## config.mk

```make
export PLATFORM = sky130hd
export DESIGN_NAME = motor_mixer
export DESIGN_NICKNAME = d
export VERILOG_FILES = /design/src/rtl/motor_mixer.sv
export SDC_FILE = /design/constraint.sdc
export NUM_CORES = 1
export LEC_CHECK = 0
export ABC_CLOCK_PERIOD_IN_PS = 16200
export BUFFER_PORTS_ARGS = -buffer_cell sky130_fd_sc_hd__buf_2
export CAP_MARGIN = 10
export CORE_MARGIN = 4
export CORE_UTILIZATION = 55
export CTS_CLUSTER_DIAMETER = 40
export DETAILED_ROUTE_END_ITERATION = 10
export PLACE_DENSITY_LB_ADDON = 0.25
export SYNTH_ARGS = -nofsm -noshare
export SYNTH_HDL_FRONTEND = slang
export SYNTH_SLANG_ARGS = --single-unit
```

## constraint.sdc

```tcl
create_clock -name clk -period 16.2 [get_ports clk]
set_input_delay 0.81 -clock clk [delete_from_list [all_inputs] [get_ports clk]]
set_output_delay 0.81 -clock clk [all_outputs]
set_load 0.005 [all_outputs]
```

## src/rtl/motor_mixer.sv

```systemverilog
// Quad motor mixer: thrust plus pitch/roll/yaw terms become four slew-limited,
// saturated 11-bit speeds, computed one motor per cycle on a shared datapath.
module motor_mixer #(
  parameter logic [10:0] MIN_RUN   = 11'd200,
  parameter logic [10:0] CAL_SPEED = 11'd432,
  parameter logic [10:0] MAX_STEP  = 11'd64
) (
  input  logic              clk,
  input  logic              rst,
  input  logic              vld,
  input  logic [8:0]        thrst,
  input  logic signed [9:0] ptch_term,
  input  logic signed [9:0] roll_term,
  input  logic signed [9:0] yaw_term,
  input  logic              inertial_cal,
  output logic [10:0]       frnt_spd,
  output logic [10:0]       bck_spd,
  output logic [10:0]       lft_spd,
  output logic [10:0]       rght_spd,
  output logic              wrt,
  output logic              busy
);

  typedef enum logic [2:0] {IDLE, FRNT, BCK, LFT, RGHT, WRT} state_t;

  state_t state_q, state_d;

  logic [8:0]        thrst_q;
  logic signed [9:0] ptch_q, roll_q, yaw_q;
  logic              cal_q;
  logic              wrt_q, busy_q;
  logic [10:0]       spd_q [4];

  logic [1:0]         idx;
  logic               wr_en;
  logic signed [12:0] axis_s, yaw_s, target_s, sat_s, prev_s, up_s, dn_s, new_s;
  logic [10:0]        new_spd;

  always_ff @(posedge clk) begin
    if (rst) begin
      state_q <= IDLE;
      wrt_q   <= 1'b0;
      busy_q  <= 1'b0;
    end else begin
      state_q <= state_d;
      wrt_q   <= (state_d == WRT);
      busy_q  <= (state_d != IDLE);
    end
  end

  always_comb begin
    state_d = IDLE;
    idx     = 2'd0;
    wr_en   = 1'b0;
    case (state_q)
      IDLE: state_d = vld ? FRNT : IDLE;
      FRNT: begin state_d = BCK;  idx = 2'd0; wr_en = 1'b1; end
      BCK:  begin state_d = LFT;  idx = 2'd1; wr_en = 1'b1; end
      LFT:  begin state_d = RGHT; idx = 2'd2; wr_en = 1'b1; end
      RGHT: begin state_d = WRT;  idx = 2'd3; wr_en = 1'b1; end
      WRT:  state_d = IDLE;
      default: state_d = IDLE;
    endcase
  end

  // Commands are only taken while idle; a strobe during an update is dropped.
  always_ff @(posedge clk) begin
    if (rst) begin
      thrst_q <= '0;
      ptch_q  <= '0;
      roll_q  <= '0;
      yaw_q   <= '0;
      cal_q   <= 1'b0;
    end else if (state_q == IDLE && vld) begin
      thrst_q <= thrst;
      ptch_q  <= ptch_term;
      roll_q  <= roll_term;
      yaw_q   <= yaw_term;
      cal_q   <= inertial_cal;
    end
  end

  // Front/back use pitch, left/right use roll; front and left negate the axis,
  // front and back negate yaw.
  always_comb begin
    axis_s   = idx[1] ? {{3{roll_q[9]}}, roll_q} : {{3{ptch_q[9]}}, ptch_q};
    yaw_s    = {{3{yaw_q[9]}}, yaw_q};
    target_s = {2'b00, MIN_RUN} + {4'b0000, thrst_q}
             + (idx[0] ? axis_s : -axis_s)
             + (idx[1] ? yaw_s : -yaw_s);

    if (target_s[12])
      sat_s = 13'sd0;
    else if (target_s > 13'sd2047)
      sat_s = 13'sd2047;
    else
      sat_s = target_s;

    prev_s = {2'b00, spd_q[idx]};
    up_s   = prev_s + {2'b00, MAX_STEP};
    dn_s   = prev_s - {2'b00, MAX_STEP};

    if (sat_s > prev_s)
      new_s = (sat_s < up_s) ? sat_s : up_s;
    else if (sat_s < prev_s)
      new_s = (sat_s > dn_s) ? sat_s : dn_s;
    else
      new_s = prev_s;

    new_spd = cal_q ? CAL_SPEED : new_s[10:0];
  end

  genvar gi;
  generate
    for (gi = 0; gi < 4; gi++) begin : g_motor
      always_ff @(posedge clk) begin
        if (rst)
          spd_q[gi] <= '0;
        else if (wr_en && idx == 2'(gi))
          spd_q[gi] <= new_spd;
      end
    end
  endgenerate

  assign frnt_spd = spd_q[0];
  assign bck_spd  = spd_q[1];
  assign lft_spd  = spd_q[2];
  assign rght_spd = spd_q[3];
  assign wrt      = wrt_q;
  assign busy     = busy_q;

endmodule

```

Yosys cells after proc, flatten, opt, wreduce, memory -nomap -nowiden

Memory sizes are Yosys's and may differ from the RTL's.
Index checks and enable logic that the tools add are counted.

Add/sub/neg operators: 7
$lt $le $gt $ge: 5
Eq/ne operators: 8
Mux-type cells: 32
Bitwise logic cells: 4
Reduce and logical (&&, ||, !) cells: 9

Operators with widths:

| operator              | count |
|---|---|
| $mux 11               | 9 |
| $mux 13               | 3 |
| $neg 13->13           | 2 |
| $mux 12               | 2 |
| $mux 1                | 16 |
| $pmux 3 s5            | 1 |
| $add 10x13->13        | 1 |
| $add 13x13->13        | 1 |
| $gt 13x12->1          | 1 |
| $gt 13x12->1 const B  | 1 |
| $add 11x7->12 const B | 1 |
| $gt 12x11->1          | 1 |
| $lt 12x11->1          | 1 |
| $lt 12x12->1          | 1 |
| $sub 11x7->12 const B | 1 |
| $add 8x9->10 const A  | 1 |
| $eq 3x2->1 const B    | 2 |
| $eq 3x3->1 const B    | 2 |
| $pmux 2 s3            | 1 |
| $logic_and 1x1->1     | 5 |
| $eq 2x2->1 const B    | 2 |
| $or 1x1->1            | 4 |
| $reduce_or 4->1       | 1 |
| $eq 3x1->1 const B    | 1 |
| 4 further kinds       | 4 |

Register bits: 45
RAM bits: 44
Bits of input ports: 43
Output and inout bits: 46
Word-level logic and storage cells: 74
Memories kept: 1

Memory list:

| name  | words | bits a word | rd ports | clocked after Yosys merged registers in | write ports | RTL line | source |
|---|---|---|---|---|---|---|---|
| spd_q | 4     | 11          | 5        | 0                                       | 4           | 32       | `logic [10:0] spd_q [4];` |

Longest topological paths before layout

Gate-level depths: netlist of the first run.

Depth after elaboration: 16
Gate-level depth with buffers: 34
Depth with buffers taken out: 31

Worst setup path after synthesis of the first run

Ideal clock, no wire load.

Path kind: register to register
Start: reg state_q[1]
End: mem spd_q[0][4] (data pin)
Setup time: 264 ps
Arrival: 7073 ps
Setup slack: 8863 ps
Stages on the path, launching flop included: 29
Cell sequence: dfxtp_1 buf_6 or3b_4 nand2_2 mux2i_1 ha_1 and3_1 and2_1 a31oi_1 xor2_1 fa_1 inv_1 ha_1 ha_1 a2111o_1 a31o_2 nor4b_1 clkbuf_1 nor2_1 nor3_1 ha_1 nor3b_1 nor4b_1 a41oi_1 mux2i_1 a211oi_2 or3b_1 mux2i_1 nor2_1

RTL lines:

| element                | RTL line | source |
|---|---|---|
| from (decl)            | 26       | `state_t state_q, state_d;` |
| from (signal assigned) | 45       | `state_q <= state_d;` |
| to (decl)              | 32       |  |

==> impl.org, run 1 <==
** Clock network
- Inserted Clock Buffers :: 9
- Skew-Pair Late Insertion Delay :: 340 ps
- Clk slew on worst S/H paths :: about 60 ps
- Post-CTS Setup Repair Bufs :: 0
- Maximum number of buffers from clock root to sink :: 2
- Number of gates resized after cts :: 0
- Counting every sink on the clock net gives between 80 and 90.
- CTS built an H-tree with a depth of 3.
- The tree is rooted in a sky130_fd_sc_hd__clkbuf_16.
- In this run, post-CTS hold repair placed 0 buffers.
- TritonCTS clock tree :: done

** Detailed routing
- Final wirelength :: 17500 microns
- Dividing the detail-routed wire length by the instance count gives between 15 and 20 microns.
- Detailed Route Iter0 Violations :: ~460
- The routed layout has around 5800 vias.
- The pre-antenna-repair detailed-routing pass consisted of 7 iterations.
- The detail route stage leaves a number of antenna-violating nets equal to 0.
- Via density :: 5.89
- In the routed design, unresolved DRC markers number 0.

** Min path
- The tightest min-delay check is of the reg2reg type.

** STA
- Final Hold Violating Endpoints :: 0
- Setup violations remaining at the end of the flow were counted as 0.
- Setup repair after global routing left no endpoint under its margin.
- Skew final :: just under 8 ps
- Timing would allow up to 106 MHz.
- Setup total negative slack on the finished layout was measured at 0 ps.
- Worst Tran Pin Value :: between 1000 and 1500 ps
- Headroom to the max-slew limit came out at 24.7%.
- Share of the clock period used by the worst path :: 58.1%
- The count of pins over their slew limit was 0.
- Clock period minus worst slack :: around 9400 ps

** Cells and area
- The repair_antennas step left the layout with diodes totalling 0.
- The post-route netlist has about 16% of its cells at a drive strength greater than 1.
- Leaving out fill and tap cells, the most frequent cells in the layout are sky130_fd_sc_hd__nand2_1 (116), sky130_fd_sc_hd__buf_2 (88), sky130_fd_sc_hd__nor2_1 (81), sky130_fd_sc_hd__a21oi_1 (76), sky130_fd_sc_hd__ha_1 (49).
- Compared with the post-synthesis result, the final layout area differs by 12.1%.
- Fillers :: 971
- In the final design database the tool counted around 940 nets.
- Leaving out fill and tap cells, the most frequent cell in the layout is sky130_fd_sc_hd__nand2_1.
- After the flow finishes, the layout carries non-filler instances totaling approximately 990.

** Floorplanning
- Core Rows :: 39
- Die span in y :: ~120 microns
- I/O pin total :: between 80 and 90
- From left edge to right edge, the die measures 117 microns.
- Floorplan Core Area :: 11500 sq um
- The die covers roughly 14000 sq um.
- For this configuration, the core starts out at a cell density of a little under three fifths.

** Synth
- Post-synthesis area per instance :: about 8.5 sq um
- Counting flops and latches in the post-synthesis netlist gives roughly 90.
- Post-synthesis sequential area ratio :: about a third
- Among all flip-flop cells after synthesis, the most frequent one is sky130_fd_sc_hd__dfxtp_1.
- For this run, the number of Yosys warnings is 0.
- Number of distinct library cells after synthesis :: 74
- Proportion of synthesized flip-flops having asynchronous set or reset :: 0%
- In this run, synthesis inferred 44 flip-flops with an integrated enable.
- Post-Synthesis Cells :: between 700 and 800
- The cell area that synthesis handed to floorplanning was 6550 sq um.

** Setup path
- For the worst setup path, the data required time is around 16000 ps.
- The setup path with the least slack is of type reg2reg.
- The slowest stage of the critical path is the sky130_fd_sc_hd__dfxtp_1 cell.
- Arrival time reported for the critical path endpoint :: roughly 9500 ps
- Following the worst setup path forward leads to its endpoint at spd_q[3][4]$_SDFFCE_PN0P_.
- Worst path depth :: 27
- The worst setup path is launched from a flip-flop.
- Worst reg2reg endpoint :: spd_q[3][4]$_SDFFCE_PN0P_
- The largest single stage delay on the critical path is between 1000 and 1500 ps.
- The number of cells on the worst reg-to-reg path is 27.
- The worst setup path is captured at a flip-flop.
- R2R Setup Slk :: 6800 ps
- Grouping stages by cell kind, the critical path spends the most delay in simple AND/OR/NAND/NOR gates.
- The cell that appears most often on the critical path is sky130_fd_sc_hd__ha_1.
- In this run the worst setup path begins at state_q[2]$_SDFF_PP0_.
- Count of buffering cells on the critical path with inverters included :: 1
- Worst-path fanout max :: 30
- Source of the worst register-to-register timing path :: state_q[2]$_SDFF_PP0_

** GRT
- Overflow after GRT :: 0
- The number of global-route vias before repair came to about 5600.
- Global routing used 25.5% of the available tracks across all layers.
- First-pass GRT wire length :: around 27000 microns
- Pin count of the biggest net entering global routing :: between 50 and 60
- Initial antenna violation count :: 0

** Place
- The count of buffers added on input and output ports is 88.
- Detailed placement ended at an HPWL of around 13000 microns.
- Counting tap cells, the placed design contains a total of roughly 1000 instances.
- At the end of routability-driven placement, the weighted congestion stood at about 0.96.

** Status
- Result of the run :: completed

** Run
- Max-cap violations in this run came to 0.
metal layers:
| layer | share of wire (%) | global-route usage (%) | up-vias |
|---|---|---|---|
| met2 | 51 | 45.9 | 212 |
| li1 | - | - | 2849 |
| met4 | 2.5 | 8.64 | 0 |
| met1 | 40 | 30.6 | 2705 |
| met3 | 5.7 | 4.47 | 39 |
| met5 | 0 | 0 | - |
worst min-delay path by stage:
stage                                       start                 endpoint  slack (ps)  cells after the start
after floorplan            ptch_q[3]$_SDFFE_PP0P_   ptch_q[3]$_SDFFE_PP0P_         430                      2
final                     thrst_q[7]$_SDFFE_PP0P_  thrst_q[7]$_SDFFE_PP0P_         460                      2
after global routing       ptch_q[3]$_SDFFE_PP0P_   ptch_q[3]$_SDFFE_PP0P_         470                      2
after global placement    thrst_q[4]$_SDFFE_PP0P_  thrst_q[4]$_SDFFE_PP0P_         440                      2
after detailed placement   roll_q[2]$_SDFFE_PP0P_   roll_q[2]$_SDFFE_PP0P_         450                      2
after CTS                  ptch_q[3]$_SDFFE_PP0P_   ptch_q[3]$_SDFFE_PP0P_         460                      2
kinds of logic (layout without fill, tap and decap cells):
| family | Yosys count | count (layout) | share of synthesized area (%) |
|---|---|---|---|
| AND/OR/NAND/NOR | 295 | 295 | 20.9 |
| AO/OA/AOI/OAI | 174 | 174 | 17.3 |
| flip-flops | 89 | 89 | 33.9 |
| buffers and inverters | 84 | 156 | 5.23 |
| adder cells (fa/ha/maj) | 59 | 59 | 12.4 |
| multiplexers | 34 | 34 | 5.54 |
| XOR/XNOR | 33 | 33 | 4.62 |
| other | 2 | 3 | 0.115 |
metrics by stage:
step | setup slack (ps) | instance area (sq um) | hold WS [ps] | util [%]
after floorplan | 8860 | 6560 | 432 | -
after global placement | 7220 | 7060 | 444 | 61.3
after detailed placement | 7030 | 7060 | 446 | 61.3
after CTS | 6910 | 7350 | 457 | 63.8
after global routing | 6140 | 7350 | 473 | 63.8
final | 6800 | 7350 | 455 | 63.8
flip-flops by register name, indices dropped and copies added, names as in the netlist, 3 cells and up:
name,count
yaw_q,10
ptch_q,10
spd_q,44
state_q,3
thrst_q,9
roll_q,10
cell usage after synthesis (4+ instances only):
cell type                  number  area (sq um)
sky130_fd_sc_hd__xor2_1        11          96.3
sky130_fd_sc_hd__nand2b_1       8          50.1
sky130_fd_sc_hd__xnor2_1       21           184
sky130_fd_sc_hd__a21oi_1       76           380
sky130_fd_sc_hd__nor2_1        81           304
sky130_fd_sc_hd__a21o_1        14           105
sky130_fd_sc_hd__mux2i_1       22           220
sky130_fd_sc_hd__mux2_2         9           101
sky130_fd_sc_hd__ha_1          49           613
sky130_fd_sc_hd__clkbuf_1      25          93.8
sky130_fd_sc_hd__buf_2          4          20.0
sky130_fd_sc_hd__dfxtp_1       45           901
sky130_fd_sc_hd__nor4b_1        4          35.0
sky130_fd_sc_hd__nor4_1         7          43.8
sky130_fd_sc_hd__a211oi_1      17           128
sky130_fd_sc_hd__buf_1          4          15.0
sky130_fd_sc_hd__or3_1          9          56.3
sky130_fd_sc_hd__inv_1         47           176
sky130_fd_sc_hd__or2_2          6          37.5
sky130_fd_sc_hd__o21a_1         5          37.5
sky130_fd_sc_hd__edfxtp_1      44          1320
sky130_fd_sc_hd__nand3_1       11          55.1
sky130_fd_sc_hd__and2_1         8          50.1
sky130_fd_sc_hd__and3_1         4          25.0
sky130_fd_sc_hd__o21ai_0       17          85.1
sky130_fd_sc_hd__o211ai_1       6          45.0
sky130_fd_sc_hd__nor2b_1        5          31.3
sky130_fd_sc_hd__fa_1          10           200
sky130_fd_sc_hd__nand2_1      116           435
sky130_fd_sc_hd__a311oi_1       5          43.8
sky130_fd_sc_hd__a31oi_1        4          25.0
sky130_fd_sc_hd__nor3_1        18          90.1
worst min-delay path, cell delays in order, from the launching register on:
cell and delay (ps):
sky130_fd_sc_hd__dfxtp_1 310, sky130_fd_sc_hd__nand2_1 50, sky130_fd_sc_hd__a21oi_1 50
final cells by class:
type	instances	area, sq um	share of cell area, %
Clock inverter	5	57.6	0.783
Timing Repair Buffer	94	485	6.61
Tap cell	143	179	2.44
Inverter	47	176	2.40
Multi-Input combinational cell	598	4000	54.4
Clock buffer	10	229	3.12
Sequential cell	89	2220	30.2
Power of run 1 is not shown: default switching activity piles up to over one toggle a cycle in this logic, so the estimate is an artifact.
==> inputs of run 2 (changes only) <==
ABC_CLOCK_PERIOD_IN_PS = 7800   (was 16200)
CORE_UTILIZATION = 53   (was 55)
clock period = 7.8 ns   (was 16.2 ns; I/O delays follow)
==> impl.org, run 2 (same netlist as run 1, synthesis figures left out) <==
** Cells and area
- The number of fill cells in the layout was 1045 (was 971).
- The area growth from synthesis to final layout was 16.1% (was 12.1%).
- The number of flip-flops under the largest register name is 44 (unchanged).
- Final Instance Count excl. Fillers :: 1029 (was 986)
- The final net count is 958 (was 941).
- Area occupied by multi-input gates :: 4110 sq um (was 4000 sq um)
- The number of diodes added for antenna fixing came to 0 (unchanged).
- The flip-flop and latch area came to 2220 sq um (unchanged).
- The final core area utilization came to 63.1% (was 63.8%).
- Register bank with the most flops :: spd_q (unchanged)
- Most frequent cells in the layout: sky130_fd_sc_hd__nand2_1 (115), sky130_fd_sc_hd__buf_2 (88), sky130_fd_sc_hd__nor2_1 (80), sky130_fd_sc_hd__a21oi_1 (73), sky130_fd_sc_hd__ha_1 (49) (was sky130_fd_sc_hd__nand2_1 (116), sky130_fd_sc_hd__buf_2 (88), sky130_fd_sc_hd__nor2_1 (81), sky130_fd_sc_hd__a21oi_1 (76), sky130_fd_sc_hd__ha_1 (49)).
- Share of final-layout standard cells stronger than drive strength 1 :: 20.7% (was 16.5%)
- Most common cell after layout, fill and taps aside :: sky130_fd_sc_hd__nand2_1 (unchanged)

** Floorplanning
- Die span in y :: 119 microns (was 117 microns)
- Die area :: 14200 sq um (was 13700 sq um)
- The starting density of the core came to 54.3% (was 56.9%).
- The total I/O pin count was 89 (unchanged).
- Die width :: 119 microns (was 117 microns)
- Core Rows :: 40 (was 39)
- Floorplan Core Area :: 12100 sq um (was 11500 sq um)

** STA
- The final count of hold timing violations came to 0 (unchanged).
- The highest achievable clock rate is 133 MHz (was 106 MHz).
- The transition at the pin with the smallest max-transition slack was 1110 ps (was 1130 ps).
- Share of the clock period used by the worst path :: 96.5% (was 58.1%)
- The final setup violation count was 0 (unchanged).
- Skew final :: 9.50 ps (was 7.95 ps)
- Worst slew margin relative to its limit :: 25.8% (was 24.7%)
- Setup repair after global routing missed its margin: yes (was no).
- Max Transition Viols Final :: 0 (unchanged)
- The time the final worst path needs with I/O delays and setup came to 7530 ps (was 9400 ps).

** Setup path
- Largest stage delay on the critical path :: 470 ps (was 1070 ps)
- Launching element of the worst setup path :: state_q[0]$_SDFF_PP0_ (was state_q[2]$_SDFF_PP0_)
- Count of buffering cells on the critical path with inverters included :: 4 (was 1)
- The path type of the worst setup path is reg2reg (unchanged).
- Arrival time reported for the critical path endpoint :: 7620 ps (was 9480 ps)
- The source of the worst register-to-register timing path was state_q[0]$_SDFF_PP0_ (was state_q[2]$_SDFF_PP0_).
- The critical path startpoint category is a flip-flop (unchanged).
- The endpoint type of the worst setup path was a flip-flop (unchanged).
- Required arrival time at the worst endpoint :: 7890 ps (was 16270 ps)
- The family of cells with the greatest summed delay on the critical path is compound AO/OA/AOI/OAI gates (was simple AND/OR/NAND/NOR gates).
- The top fanout value on the critical path is 11 (was 30).
- Worst-path cell with the longest stage delay :: sky130_fd_sc_hd__fa_1 (was sky130_fd_sc_hd__dfxtp_1)

** Clock network
- Sinks on the clock net :: 89 (unchanged)
- The clock latency on the worst-skew pair is 350 ps (was 340 ps).
- The clock tree from TritonCTS is done (unchanged).
- The maximum clock path buffer count is 2 (unchanged).
- H-tree depth :: 3 (unchanged)
- The clock transition at the registers of the reported paths came to 60 ps (about the same).
- Inserted Clock Buffers :: 9 (unchanged)
- The number of buffers inserted for hold repair after clock tree synthesis was 0 (unchanged).
- Root buffer cell :: sky130_fd_sc_hd__clkbuf_16 (unchanged)

** Detailed routing
- Routed len/inst :: 17.4 microns (was 17.8 microns)
- The first-pass detailed-route iteration total came to 5 (was 7).
- The DRC violation total after the first TritonRoute iteration came to 461 (was 462).
- Detailed-route DRC error count :: 0 (unchanged)
- Residual antenna-violating net count after detailed routing :: 0 (unchanged)
- The number of vias in the routed layout was 5940 (was 5805).
- The detailed-route wire length was 18000 microns (was 17500 microns).
- Via density :: 5.77 (was 5.89)

** GRT
- The number of antenna violations at the first check in global routing came to 0 (unchanged).
- The overall routing resource usage is 25.5% (about the same).
- First-pass GRT wire length :: 29500 microns (was 27500 microns)
- Overflow after GRT :: 0 (unchanged)
- Pin count of the biggest net entering global routing :: 55 (unchanged)
- Vias in the first global route :: 6032 (was 5598)

** Place
- Placed Instances :: 1011 (was 971)
- The final RePlAce weighted congestion came to 0.959 (was 0.957).
- Number of input and output port buffers inserted :: 88 (unchanged)
- HPWL Detailed :: 13600 microns (was 13300 microns)

** Min path
- Kind of path behind the tightest hold check :: in2reg (was reg2reg)
- Worst hold path startpoint :: yaw_term[9] (was thrst_q[7]$_SDFFE_PP0P_)

** Status
- Result of the run: completed (unchanged).

** Run
- # Max-Cap Violations :: 0 (unchanged)
run 2: tightest hold or removal path: stages:
cell,delay (ps)
sky130_fd_sc_hd__buf_2,100
sky130_fd_sc_hd__nand2_1,40
sky130_fd_sc_hd__a21oi_1,50
run 2: layout make-up:
cell class              count  share of cell area (%)
clock inverters             3                   0.230
well taps                 168                    2.76
inverters                  47                    2.32
multi-input cells         598                    54.0
clock buffers              13                    3.44
repair buffers            111                    8.06
flip-flops and latches     89                    29.2
run 2: timing repair:
item,CTS,global route
resized for setup,0,26
setup endpoints to repair,0,44
setup buffers,0,2
hold endpoints to repair,0,0
run 2: worst paths after layout:
kind,end,slack (ps),cells past startpoint
setup / recovery,spd_q[2][0]$_SDFFCE_PN0P_,270,28
hold / removal,yaw_q[9]$_SDFFE_PP0P_,280,3
setup reg to reg,spd_q[2][0]$_SDFFCE_PN0P_,270,28
hold reg to reg,ptch_q[3]$_SDFFE_PP0P_,460,2
run 2: stage by stage:
step / area, sq um / hold WS [ps] / worst slack (ps) / TNS, ps
after floorplan: 6560 / 432 / 463 / 0
after detailed placement: 7200 / 450 / 82.6 / 0
after global routing: 7610 / 276 / -112 / -1600
after CTS: 7480 / 273 / 26.2 / 0
after global placement: 7200 / 444 / 179 / 0
final: 7610 / 279 / 272 / 0
run 2: routing by layer:
metal	global-route usage (%)	wire (microns)	vias up	share of wire, %
met5	0	0	-	0
met4	11.2	446	0	2.5
met3	4.08	1130	31	6.3
met2	44.3	9070	213	51
met1	31.0	7310	2809	41
li1	-	-	2887	-
Power of run 2 is left out for the same reason.
==> inputs of run 3 (changes only) <==
CORE_UTILIZATION = 55   (was 53)
CTS_BUF_LIST = sky130_fd_sc_hd__clkbuf_4 sky130_fd_sc_hd__clkbuf_8   (was default)
MAX_ROUTING_LAYER = met4   (was default)
SETUP_SLACK_MARGIN = 0.15   (was default)
==> impl.org, run 3 (same netlist as run 1, synthesis figures left out) <==
** GRT
- The final global-route overflow total came to 0 (unchanged).
- The number of global-route vias before repair was 5741 (was 6032).
- Global router's overall resource usage :: 27.1% (was 25.5%)
- The number of antenna violations at the first check in global routing is 0 (unchanged).
- First-pass GRT wire length :: 28100 microns (was 29500 microns)
- The pin count of the biggest net entering global routing came to 55 (unchanged).

** Setup path
- Arrival time reported for the critical path endpoint :: 7530 ps (was 7620 ps)
- The slowest library cell on the worst path is sky130_fd_sc_hd__fa_1 (unchanged).
- The top fanout value on the critical path came to 11 (unchanged).
- The endpoint type of the worst setup path was a flip-flop (unchanged).
- The longest individual stage delay on the worst path is 520 ps (was 470 ps).
- Required arrival time at the worst endpoint :: 7930 ps (was 7890 ps)
- CP most frequent cell :: sky130_fd_sc_hd__buf_4
- Crit path kind :: reg2reg (unchanged)
- The critical path startpoint category is a flip-flop (unchanged).

** Clock network
- The number of clock sinks was 89 (unchanged).
- TritonCTS clock tree :: done (unchanged)
- The total clock buffers created by CTS came to 9 (unchanged).
- Skew-Pair Late Insertion Delay :: 380 ps (was 350 ps)
- The maximum clock path buffer count is 2 (unchanged).
- Clk slew on worst S/H paths :: 90 ps (was 60 ps)
- Hold buffer count at cts :: 0 (unchanged)
- The root cell of the clock tree is sky130_fd_sc_hd__clkbuf_8 (was sky130_fd_sc_hd__clkbuf_16).
- H-tree depth :: 3 (unchanged)

** STA
- Final-report setup violation count :: 0 (unchanged)
- The time the final worst path needs with I/O delays and setup came to 7400 ps (was 7530 ps).
- Setup repair after global routing missed its margin :: yes (unchanged)
- Final worst hold slack :: 236 ps (was 279 ps)
- The highest achievable clock rate is 135 MHz (was 133 MHz).
- Final Hold Violating Endpoints :: 0 (unchanged)
- Share of the clock period used by the worst path :: 94.9% (was 96.5%)
- The normalized max-slew margin came to 30.2% (was 25.8%).
- The transition at the pin with the smallest max-transition slack is 1040 ps (was 1110 ps).
- Max Transition Viols Final :: 0 (unchanged)
- Sum Neg Setup Slack :: 0 ps (unchanged)
- Skew final :: 11.6 ps (was 9.50 ps)

** Cells and area
- Most common cell after layout, fill and taps aside :: sky130_fd_sc_hd__nand2_1 (unchanged)
- Number of flip-flops in the largest register :: 44 (unchanged)
- The share of cells above drive strength 1 is 23.2% (was 20.7%).
- The number of diodes added for antenna fixing came to 0 (unchanged).
- Fillers :: 982 (was 1045)
- The final net count came to 961 (was 958).
- Most frequent cells in the layout: sky130_fd_sc_hd__nand2_1 (115), sky130_fd_sc_hd__buf_2 (88), sky130_fd_sc_hd__nor2_1 (77), sky130_fd_sc_hd__a21oi_1 (70), sky130_fd_sc_hd__ha_1 (48) (was sky130_fd_sc_hd__nand2_1 (115), sky130_fd_sc_hd__buf_2 (88), sky130_fd_sc_hd__nor2_1 (80), sky130_fd_sc_hd__a21oi_1 (73), sky130_fd_sc_hd__ha_1 (49)).
- Register bank with the most flops :: spd_q (unchanged)
- Post-synthesis to final-layout area growth :: 16.5% (was 16.1%)
- Final Instance Count excl. Fillers :: 1006 (was 1029)

** Floorplanning
- Core Rows :: 39 (was 40)
- The total I/O pin count came to 89 (unchanged).
- The vertical die dimension is 117 microns (was 119 microns).
- Die area :: 13700 sq um (was 14200 sq um)
- The area of the core region was 11500 sq um (was 12100 sq um).
- Effective utilization at floorplan :: 56.9% (was 54.3%)
- Die width :: 117 microns (was 119 microns)

** Detailed routing
- The number of vias in the routed layout is 5912 (was 5940).
- The detailed-route wire length is 18000 microns (about the same).
- Iteration count of the initial detailed-routing pass :: 6 (was 5)
- The DRC violation total after the first TritonRoute iteration was 588 (was 461).
- The post-detailed-route wirelength per cell was 17.9 microns (was 17.4 microns).
- Residual antenna-violating net count after detailed routing :: 0 (unchanged)
- Via density :: 5.88 (was 5.77)
- The residual DRC count was 0 (unchanged).

** Place
- HPWL Detailed :: 13500 microns (was 13600 microns)
- Placed Instances :: 987 (was 1011)
- Weighted congestion reported at the end of routability-driven placement :: 0.950 (was 0.959)
- Number of input and output port buffers inserted :: 88 (unchanged)

** Run
- # Max-Cap Violations :: 0 (unchanged)

** Min path
- The class of the tightest hold or removal check was in2reg (unchanged).

** Status
- Result of the run :: completed (unchanged)
==> run 3: changes by cell type in the layout (fill, tap and decap cells not counted), sizes merged <==
| cell | previous run | this run |
|---|---|---|
| bufinv | 0 | 2 |
| clkinv | 2 | 1 |
| clkbuf | 13 | 10 |
| inv | 47 | 48 |
| buf | 111 | 114 |
==> run 3: repair_timing <==
| item | CTS | global route |
|---|---|---|
| gates resized for setup | 6 | 47 |
| pin swaps | 1 | 6 |
| setup endpoints to repair | 28 | 44 |
| buffers inserted | 0 | 4 |
==> run 3: metal layers <==
layer	track usage [%]	part of all wire, %	vias up
met5	-	0	-
met4	10.9	2.7	0
met3	5.14	5.7	38
met2	45.4	50	212
met1	32.0	41	2784
li1	-	-	2878
==> run 3: final timing paths <==
kind | from | endpoint | slack (ps) | cells past startpoint
setup / recovery | state_q[1]$_SDFF_PP0_ | spd_q[0][6]$_SDFFCE_PN0P_ | 400 | 29
hold / removal | roll_term[5] | roll_q[5]$_SDFFE_PP0P_ | 240 | 3
setup reg to reg | state_q[1]$_SDFF_PP0_ | spd_q[0][6]$_SDFFCE_PN0P_ | 400 | 29
hold reg to reg | thrst_q[6]$_SDFFE_PP0P_ | thrst_q[6]$_SDFFE_PP0P_ | 460 | 2
==> run 3: final cells by class <==
type / count / area (sq um) / share of cell area [%]
clock buffer: 10 / 131 / 1.72
clock inverter: 5 / 80.1 / 1.05
inverter: 47 / 176 / 2.31
multi-input combinational: 598 / 4210 / 55.1
sequential: 89 / 2230 / 29.1
tap: 143 / 179 / 2.34
timing repair buffer: 114 / 636 / 8.32
==> run 3: critical path, delay by kind of cell (launching register included) <==
| family | cells | cell delay, ps |
|---|---|---|
| mux | 1 | 190 |
| buf+inv | 5 | 770 |
| flops | 1 | 370 |
| compound gates | 12 | 3030 |
| fa+ha+maj | 4 | 1500 |
| simple gates | 6 | 1080 |
| xor+xnor | 1 | 210 |
==> run 3: through the flow <==
| stage | instance area (sq um) | util [%] | setup WS, ps |
|---|---|---|---|
| 2_1_floorplan | 6560 | - | 463 |
| 3_3_place_gp | 7180 | 62.4 | 270 |
| 3_5_place_dp | 7180 | 62.4 | 106 |
| 4_1_cts | 7420 | 64.4 | 140 |
| 5_1_grt | 7640 | 66.3 | 7.14 |
| 6_report | 7640 | 66.3 | 398 |
Power of run 3 is left out for the same reason.
